$ cat src/rtl/rom_streamer_pkg.sv
// Shared types and constants for the ROM streamer.
// Contents: default widths, output buffer depth, occupancy width, FSM state type.
package rom_streamer_pkg;

    localparam int unsigned DEF_ADDR_W = 8;
    localparam int unsigned DEF_DATA_W = 8;
    localparam int unsigned DEF_LEN_W  = 9;

    // Two entries cover one beat sitting at the head plus one read in flight.
    localparam int unsigned FIFO_DEPTH = 2;
    localparam int unsigned PTR_W      = $clog2(FIFO_DEPTH);
    localparam int unsigned OCC_W      = $clog2(FIFO_DEPTH + 1);

    typedef enum logic [1:0] {
        IDLE  = 2'd0,
        RUN   = 2'd1,
        DRAIN = 2'd2
    } state_t;

endpackage

$ cat src/rtl/rom_streamer_fifo.sv
// Two-entry synchronous FIFO holding ROM bytes plus their last-beat flag.
// Ports:
//   clk, rst               clock, synchronous active-high reset
//   push, push_data/last   write side; caller guarantees space
//   pop                    read side; ignored while empty
//   head_data/last/valid   current head entry
//   occ                    number of stored entries (0..FIFO_DEPTH)
module rom_streamer_fifo
    import rom_streamer_pkg::*;
#(
    parameter int unsigned DATA_W = DEF_DATA_W
) (
    input  logic              clk,
    input  logic              rst,
    input  logic              push,
    input  logic [DATA_W-1:0] push_data,
    input  logic              push_last,
    input  logic              pop,
    output logic [DATA_W-1:0] head_data,
    output logic              head_last,
    output logic              head_valid,
    output logic [OCC_W-1:0]  occ
);

    logic [DATA_W-1:0] data_q [FIFO_DEPTH];
    logic              last_q [FIFO_DEPTH];
    logic [PTR_W-1:0]  wr_ptr_q;
    logic [PTR_W-1:0]  rd_ptr_q;
    logic [OCC_W-1:0]  occ_q;
    logic              pop_ok;

    assign pop_ok     = pop && (occ_q != '0);
    assign head_valid = (occ_q != '0);
    assign head_data  = data_q[rd_ptr_q];
    // Last flag only shows while the head is real data.
    assign head_last  = last_q[rd_ptr_q] && head_valid;
    assign occ        = occ_q;

    // Storage, pointers and occupancy; push and pop may coincide.
    always_ff @(posedge clk) begin
        if (rst) begin
            data_q   <= '{default: '0};
            last_q   <= '{default: 1'b0};
            wr_ptr_q <= '0;
            rd_ptr_q <= '0;
            occ_q    <= '0;
        end else begin
            if (push) begin
                data_q[wr_ptr_q] <= push_data;
                last_q[wr_ptr_q] <= push_last;
                wr_ptr_q         <= wr_ptr_q + PTR_W'(1);
            end
            if (pop_ok) begin
                rd_ptr_q <= rd_ptr_q + PTR_W'(1);
            end
            occ_q <= occ_q + OCC_W'(push) - OCC_W'(pop_ok);
        end
    end

endmodule

$ cat src/rtl/rom_streamer.sv
// Walks a contiguous ROM address range on command and re-emits the bytes
// as a valid/ready stream with a last-beat marker.
// Optional feature macro: ROM_STREAMER_CHECKSUM_EN (running byte sum on checksum).
// Ports:
//   clk, rst                         clock, synchronous active-high reset
//   start, base_addr, length         command; sampled only while idle
//   busy, done                       command in progress / end-of-command pulse
//   rom_address, rom_read_en, rom_ce ROM request side
//   rom_data                         ROM data, valid the cycle after a read
//   out_data, out_valid, out_ready,
//   out_last                         output byte stream
//   checksum                         sum of transferred beats, or 0
module rom_streamer
    import rom_streamer_pkg::*;
#(
    parameter int unsigned ADDR_W = DEF_ADDR_W,
    parameter int unsigned DATA_W = DEF_DATA_W,
    parameter int unsigned LEN_W  = DEF_LEN_W
) (
    input  logic              clk,
    input  logic              rst,
    input  logic              start,
    input  logic [ADDR_W-1:0] base_addr,
    input  logic [LEN_W-1:0]  length,
    output logic              busy,
    output logic              done,
    output logic [ADDR_W-1:0] rom_address,
    output logic              rom_read_en,
    output logic              rom_ce,
    input  logic [DATA_W-1:0] rom_data,
    output logic [DATA_W-1:0] out_data,
    output logic              out_valid,
    input  logic              out_ready,
    output logic              out_last,
    output logic [DATA_W-1:0] checksum
);

    localparam int unsigned PEND_W = OCC_W + 1;

    state_t            state_q;
    state_t            state_d;
    logic [ADDR_W-1:0] addr_q;
    logic [LEN_W-1:0]  remain_q;
    logic              inf_q;
    logic              inf_last_q;
    logic              done_q;
    logic [OCC_W-1:0]  occ;
    logic              pop_c;
    logic [PEND_W-1:0] pend_c;
    logic              accept_c;
    logic              issue_c;
    logic              last_issue_c;
    logic              drained_c;

    assign pop_c  = out_valid && out_ready;
    // Entries that will still be held after this cycle's pop, counting the read in flight.
    assign pend_c = PEND_W'(occ) + PEND_W'(inf_q) - PEND_W'(pop_c);

    // State register.
    always_ff @(posedge clk) begin
        if (rst) begin
            state_q <= IDLE;
        end else begin
            state_q <= state_d;
        end
    end

    // Next state and per-cycle control strobes.
    always_comb begin
        state_d      = state_q;
        accept_c     = 1'b0;
        issue_c      = 1'b0;
        last_issue_c = 1'b0;
        drained_c    = 1'b0;
        unique case (state_q)
            IDLE: begin
                if (start) begin
                    accept_c = 1'b1;
                    if (length != '0) begin
                        state_d = RUN;
                    end
                end
            end
            RUN: begin
                if (pend_c < PEND_W'(FIFO_DEPTH)) begin
                    issue_c = 1'b1;
                    if (remain_q == LEN_W'(1)) begin
                        last_issue_c = 1'b1;
                        state_d      = DRAIN;
                    end
                end
            end
            DRAIN: begin
                if (!inf_q && (pend_c == '0)) begin
                    drained_c = 1'b1;
                    state_d   = IDLE;
                end
            end
            default: state_d = IDLE;
        endcase
    end

    // Address/count walker, read-in-flight tracking and done pulse.
    always_ff @(posedge clk) begin
        if (rst) begin
            addr_q     <= '0;
            remain_q   <= '0;
            inf_q      <= 1'b0;
            inf_last_q <= 1'b0;
            done_q     <= 1'b0;
        end else begin
            inf_q      <= issue_c;
            inf_last_q <= last_issue_c;
            done_q     <= drained_c || (accept_c && (length == '0));
            if (accept_c && (length != '0)) begin
                addr_q   <= base_addr;
                remain_q <= length;
            end else if (issue_c) begin
                addr_q   <= addr_q + ADDR_W'(1);
                remain_q <= remain_q - LEN_W'(1);
            end
        end
    end

    assign busy        = (state_q != IDLE);
    assign rom_ce      = busy;
    assign rom_read_en = issue_c;
    assign rom_address = addr_q;
    assign done        = done_q;

    // ROM data lands in the buffer unconditionally; credit check guarantees room.
    rom_streamer_fifo #(
        .DATA_W (DATA_W)
    ) u_fifo (
        .clk        (clk),
        .rst        (rst),
        .push       (inf_q),
        .push_data  (rom_data),
        .push_last  (inf_last_q),
        .pop        (pop_c),
        .head_data  (out_data),
        .head_last  (out_last),
        .head_valid (out_valid),
        .occ        (occ)
    );

`ifdef ROM_STREAMER_CHECKSUM_EN
    logic [DATA_W-1:0] sum_q;

    // Running sum of transferred beats; cleared by each accepted command.
    always_ff @(posedge clk) begin
        if (rst) begin
            sum_q <= '0;
        end else if (accept_c) begin
            sum_q <= '0;
        end else if (pop_c) begin
            sum_q <= sum_q + out_data;
        end
    end

    assign checksum = sum_q;
`else
    assign checksum = '0;
`endif

endmodule

$ cat config.mk
export PLATFORM = sky130hd
export DESIGN_NAME = rom_streamer
export DESIGN_NICKNAME = d
export VERILOG_FILES = /design/src/rtl/rom_streamer_pkg.sv /design/src/rtl/rom_streamer_fifo.sv /design/src/rtl/rom_streamer.sv
export SDC_FILE = /design/constraint.sdc
export NUM_CORES = 1
export LEC_CHECK = 0
export CAP_MARGIN = 10
export CORE_ASPECT_RATIO = 1.5
export CORE_UTILIZATION = 44
export CTS_CLUSTER_DIAMETER = 200
export DETAILED_ROUTE_END_ITERATION = 10
export PLACE_DENSITY = 0.76
export RECOVER_POWER = 100
export SYNTH_ARGS = -nofsm -noshare
export SYNTH_HDL_FRONTEND = slang
export SYNTH_SLANG_ARGS = --single-unit
$ cat constraint.sdc
create_clock -name clk -period 3.6 [get_ports clk]
set_input_delay 0.9 -clock clk [delete_from_list [all_inputs] [get_ports clk]]
set_output_delay 0.9 -clock clk [all_outputs]
set_load 0.05 [all_outputs]
==> flow_summary.ini, run 1 <==
[power_and_ir_drop]
swShare = 0.4220
powerDensity_mw_per_mm2 = 701.0
power_mw = 2.081
combPwrFrac = 0.487
power_frac_clock = 0.186
seq_power_share = 0.327
p_leak_nw = 1.100
power.internal_mw = 1.203
ir_drop_mv = 0.4390
p_switching_uw = 878.4

[synthesis]
synth_warnings = 0
synth-seq-cells = 44
async_flop_share = 0
synth_mux_area_frac = 0.04848
synth_area_leaders = dfxtp_1, a21oi_1, nand2_1, nand3_1, mux2_2
synth_flop_cell = dfxtp_1
synth_xor_area_frac = 0.02700
yosysTopAreaCell = dfxtp_1
synth_top_family_by_area = simple AND/OR/NAND/NOR gates
synth.cell_area_mm2 = 0.002271
synth_adder_area_share = 0.03636
synth_edf_count = 0
yosys-top-cells-count = dfxtp_1, nand2_1, a21oi_1, nand3_1, clkbuf_1
yosysSeqAreaShare = 0.3879
synthCells = 269
synth_compound_area_frac = 0.1824
synth_cell_type_count = 52
avgSynthCellArea_um2 = 8.442
yosysTopAreaCellShare = 0.3879
yosysMostFrequentCell = dfxtp_1
yosys.area_share.simple = 0.2413

[route]
wl_per_cell_um = 13.60
ant_nets = 0
drt-pass1-iter-count = 5
via_per_inst = 5.389
drc = 0
first_iter_violations = 55
vias = 2080
drt_wl_total_um = 5250

[sta]
timing_hold_violations_final = 0
layout_min_cycle_time_ns = 3.545
clock.fmax_mhz = 282.1
slew_headroom = 0.4162
finalSetupViolCount = 0
worst_pin_slew_ns = 0.8757
worst_slack_ns = 0.05500
finalMaxSlewViolations = 0
rsz0062_at_grt = no
finalSetupTns_ns = 0
clock_skew_ns = 0.005329
final.period_utilization = 0.9847

[placement]
dp_slack_ns = -0.2191
hpwl_um = 3765
io_buffer_count = 50
gp_congestion = 0.7743

[critical_path]
cp_max_fo = 2
critPathKind = input pin to primary output
required_ns = 2.70
crit_top_cell = inv_2
r2r_cells = 14
arrival_ns = 2.65
critPathLaunchType = input pin
cp-end-kind = primary output
crit_chain = dlygate4sd2_1 > and2_4 > ha_4 > inv_2 > ha_4 > inv_2 > fa_2 > xnor2_2 > nand3_2 > inv_2 > buf_12
slowest_stage = fa_2
slowest_delay_ns = 0.34

[floorplanning]
dieArea_mm2 = 0.005458
die_h_um = 89.99
coreArea_mm2 = 0.004887
die_w_um = 60.66
pin_count = 59
placementRows = 31
start_util = 0.4647

[clock_network]
clock_latency_ns = 0.30
cts_sinks = 44
htree_levels = 2
tritoncts = yes
clk_pin_slew_worst_paths_ns = 0.09
clockBufferDepth = 2
hold_buffers = 0
cts-root-buf = clkbuf_8
cts_buffers = 5

[min_path]
hold_class = register to register
hold_path_depth = 2

[cells_and_area]
nNetsFinal = 354
fin_util = 0.6075
drive_gt1_frac = 0.1313
area_growth_pct = 30.74
antenna_cells = 0

[global_route]
grt_max_degree = 19
grt_antenna_before_repair = 0
grt_pass1_vias = 2023
gr-usage-all-layers = 0.2083
grt_pass1_wl_um = 8728
gr-total-overflow = 0

[run_status]
status = completed

[run]
max_cap_violations = 0
-- state kept, by name, indices dropped and copies added, names as in the netlist --
register	flops
u_fifo.last_q	2
done	1
state_q	2
u_fifo.rd_ptr_q	1
u_fifo.occ	2
inf_q	1
u_fifo.wr_ptr_q	1
rom_address	8
u_fifo.data_q	16
inf_last_q	1
remain_q	9
-- worst max-delay path: cells and delay by family --
| family | cells | cell delay [ns] |
|---|---|---|
| adders and majority gates | 3 | 0.68 |
| xor gates and xnor gates | 1 | 0.17 |
| and+or+nand+nor | 2 | 0.30 |
| buffers and inverters | 5 | 0.59 |
-- worst paths after layout --
kind	startpoint	to	slack, ns
worst max-delay path	out_ready	rom_read_en	0.05
worst min-delay path	u_fifo.data_q[6]$_SDFFE_PP0P_	u_fifo.data_q[6]$_SDFFE_PP0P_	0.46
worst max register to register	u_fifo.occ[1]$_SDFF_PP0_	rom_address[0]$_SDFFE_PP0P_	0.45
worst min register to register	u_fifo.data_q[6]$_SDFFE_PP0P_	u_fifo.data_q[6]$_SDFFE_PP0P_	0.46
-- what timing repair did --
item	4_1_cts	5_1_grt
hold endpoints to repair	0	0
setup buffers	1	0
gates resized for setup	8	0
pin swaps	4	3
endpoints found under the setup margin	1	1
-- metal layers --
layer  vias up  track usage  wire length (um)
met4         0      0.07765               116
met5         -            0                 0
met2        50       0.3709              2797
li1       1037            -                 -
met3         9      0.05036               203
met1       984       0.2265              2132
-- per-stage QoR --
| stage | std cells | cell area [um^2] | hold slack, ns |
|---|---|---|---|
| finish | 386 | 2969 | 0.4555 |
| global route | 386 | 2969 | 0.4713 |
| CTS | 386 | 2984 | 0.4583 |
| detailed placement | 377 | 2833 | 0.4461 |
| global placement | 377 | 2833 | 0.4386 |
| floorplan | 276 | 2311 | 0.4321 |
-- cell families (layout without fill, tap and decap cells) --
family	Yosys count	in the layout
xor gates and xnor gates	7	7
AOI/OAI and AO/OA	61	61
other	1	8
muxes	10	10
DFF	44	44
adders and majority gates	6	6
buffers and inverters	34	78
and+or+nand+nor	106	106
-- power groups by stage --
stage | Sequential, mW | Combinational (mW) | Clock [mW]
finish | 0.681 | 1.01 | 0.388
global route | 0.695 | 1.11 | 0.420
CTS | 0.680 | 1.04 | 0.396
detailed placement | 0.692 | 0.974 | 0
global placement | 0.688 | 0.962 | 0
floorplan | 0.696 | 0.676 | 0
-- layout make-up --
| cell class | count | area (um^2) |
|---|---|---|
| repair buffers | 60 | 569.3 |
| multi-input cells | 198 | 1284 |
| clock inverters | 3 | 46.29 |
| flip-flops and latches | 44 | 880.8 |
| clock buffers | 5 | 68.82 |
| fillers | 473 | 1918 |
| well taps | 66 | 82.58 |
| inverters | 10 | 37.54 |
-- layout by cell type (no fill, tap or decap), drive strengths merged, types with 3 or more instances in the layout --
cell type      instances
a21oi                 29
a22oi                  6
a31oi                  7
buf                    6
clkbuf                10
clkdlybuf4s50         26
conb                   8
dfxtp                 44
dlygate4sd3           22
ha                     5
inv                   11
mux2                   8
nand2                 38
nand3                 24
nor2                  11
nor2b                  3
nor3                   6
nor3b                  4
nor4                   3
o21ai                  4
or2                    3
or4                    3
xnor2                  4
xor2                   3
Power figures use the tool's default switching activity.
==> run 2: changes to the inputs <==
- ABC_AREA: unset -> 1
- CORE_UTILIZATION: 44 -> 45
- CTS_CLUSTER_DIAMETER: 200 -> 100
==> run 2 against run 1 <==
Compared with the run above:
- sequential power up 1%
- final cell count rose by 30%
- first-iteration DRC count grew to 3.0 times the previous value
- combinational power grew 22%
- core utilization down 2.9 points
- power increased by 11%
- highest routed layer unchanged
- global-route usage is essentially flat
- sequential share of layout area shrank 2.0 points
- count of clock-buffer cells in the layout unchanged
- synthesized cell count rose by 41%
- final area rose by 7.0%
==> flow_summary.ini, run 2 <==
[critical_path]
cp_max_fo = 3
arrival_ns = 2.58
crit_path_end = rom_read_en
r2r-start = u_fifo.occ[1]$_SDFF_PP0_
cp-end-kind = primary output
critPathKind = input pin to primary output
required_ns = 2.70
r2r_cells = 18
critPathLaunch = out_ready
critPathLaunchType = input pin
r2r_slack_ns = 0.67
r2r-end = rom_address[5]$_SDFFE_PP0P_

[cells_and_area]
final_common_cell = nand2_1
final_cell_mix = nand2_1, nor2_1, dfxtp_1
drive_gt1_frac = 0.09954
area_growth_pct = 23.96
top_register = u_fifo.data_q
nFillCells = 536
antenna_cells = 0
nNetsFinal = 466
final_cells = 502
largest_reg_flops = 16

[floorplanning]
start_util = 0.4668
die_h_um = 94.44
die_w_um = 63.63
placementRows = 33
dieArea_mm2 = 0.006009
pin_count = 59
coreArea_mm2 = 0.005492

[sta]
worst_slack_ns = 0.1243
timing_hold_violations_final = 0
finalMaxSlewViolations = 0
layout_min_cycle_time_ns = 3.476
clock.fmax_mhz = 287.7
finalSetupViolCount = 0
slew_headroom = 0.2042
clock_skew_ns = 0.004364
final.period_utilization = 0.9655
worst_pin_slew_ns = 1.194
rsz0062_at_grt = no

[synthesis]
yosysSeqAreaShare = 0.3436
avgSynthCellArea_um2 = 6.747
yosysTopAreaCellShare = 0.3436
synth_edf_count = 0
yosys.area_share.simple = 0.3709
synth-seq-cells = 44
yosysMostFrequentCell = nand2_1
yosysTopAreaCell = dfxtp_1
synth_area_leaders = dfxtp_1, nand2_1, nor2_1, inv_1, nand3_1
synth_flop_cell = dfxtp_1
synth_adder_area_share = 0.03221
synth.cell_area_mm2 = 0.002564
synth_warnings = 0
synth_top_family_by_area = simple AND/OR/NAND/NOR gates
synth_compound_area_frac = 0.1176
synthCells = 380
synth_cell_type_count = 33
yosys-top-cells-count = nand2_1, nor2_1, dfxtp_1, inv_1, nand3_1
synth_mux_area_frac = 0
async_flop_share = 0
synth_xor_area_frac = 0.01367

[run]
max_cap_violations = 0

[power_and_ir_drop]
p_leak_nw = 1.483
powerDensity_mw_per_mm2 = 726.0
ir_drop_mv = 0.3338
power_mw = 2.307

[global_route]
grt_pass1_wl_um = 9880
gr-total-overflow = 0
grt_max_degree = 25
gr-usage-all-layers = 0.2084
grt_antenna_before_repair = 0
grt_pass1_vias = 2218

[run_status]
status = completed

[route]
wl_per_cell_um = 11.51
drc = 0
via_per_inst = 4.865
drt-pass1-iter-count = 4
ant_nets = 0
drt_wl_total_um = 5779
first_iter_violations = 163
vias = 2442

[min_path]
hold_class = register to register

[clock_network]
clk_pin_slew_worst_paths_ns = 0.09
tritoncts = yes
hold_buffers = 0
htree_levels = 2
cts-root-buf = clkbuf_8
clockBufferDepth = 2
clock_latency_ns = 0.29
cts_buffers = 5
cts_sinks = 44

[placement]
dp_slack_ns = -0.1693
dp.cells = 493
gp_congestion = 0.7837
io_buffer_count = 50
hpwl_um = 4240
## run 2: cell families after synthesis
family,after synthesis
AO/OA/AOI/OAI,48
XOR/XNOR,4
adder cells (fa/ha/maj),6
buffers and inverters,66
flip-flops,44
other,1
AND/OR/NAND/NOR,211
## run 2: worst min-delay path by stage
stage | start | end | slack (ns) | cells after the start
finish | state_q[1]$_SDFFE_PP0P_ | state_q[1]$_SDFFE_PP0P_ | 0.48 | 2
global route | state_q[1]$_SDFFE_PP0P_ | state_q[1]$_SDFFE_PP0P_ | 0.52 | 2
CTS | state_q[1]$_SDFFE_PP0P_ | state_q[1]$_SDFFE_PP0P_ | 0.49 | 2
detailed placement | u_fifo.data_q[1]$_SDFFE_PP0P_ | u_fifo.data_q[1]$_SDFFE_PP0P_ | 0.47 | 2
global placement | u_fifo.data_q[2]$_SDFFE_PP0P_ | u_fifo.data_q[2]$_SDFFE_PP0P_ | 0.46 | 2
floorplan | inf_last_q$_SDFF_PP0_ | u_fifo.last_q[1]$_SDFFE_PP0P_ | 0.45 | 2
## run 2: final cells by class
class / instances / area [um^2] / area share
clock buffers: 5 / 68.82 / 0.02165
clock inverters: 3 / 46.29 / 0.01457
multi-input cells: 277 / 1385 / 0.4358
repair buffers: 57 / 534.3 / 0.1681
well taps: 70 / 87.58 / 0.02756
flip-flops and latches: 44 / 880.8 / 0.2772
inverters: 46 / 175.2 / 0.05512
## run 2: timing repair
action / CTS / global route
setup buffers: 1 / 0
gates resized for setup: 5 / 1
pin swaps: 5 / 2
endpoints found under the setup margin: 1 / 1
## run 2: where the power goes
part,internal [mW],total [mW],switching [mW]
Combinational,0.438,1.23,0.791
Sequential,0.590,0.690,0.101
Clock,0.209,0.388,0.179
Total,1.24,2.31,1.07
## run 2: stage by stage
step	utilization	cell area (um^2)	hold WS [ns]	setup TNS [ns]
detailed placement	0.5644	3099	0.4738	-0.1693
CTS	0.5862	3219	0.4882	0
global placement	0.5644	3099	0.4624	-0.1607
floorplan	-	2590	0.4495	0
finish	0.5787	3178	0.4844	0
global route	0.5787	3178	0.5187	0
## run 2: layer usage
metal  GRT usage  vias to the layer above  wire, um
met4     0.07955                        0        83
met2      0.3830                       70      3020
li1            -                     1280         -
met1      0.2341                     1087      2417
met5           0                        -         0
met3     0.03865                        5       256
## run 2: critical path, stage by stage
cell	delay, ns
buf_2	0.10
nand2_1	0.08
inv_1	0.05
ha_1	0.28
inv_1	0.06
ha_1	0.13
inv_1	0.05
fa_1	0.55
nand3_4	0.12
nor2_8	0.11
buf_6	0.16
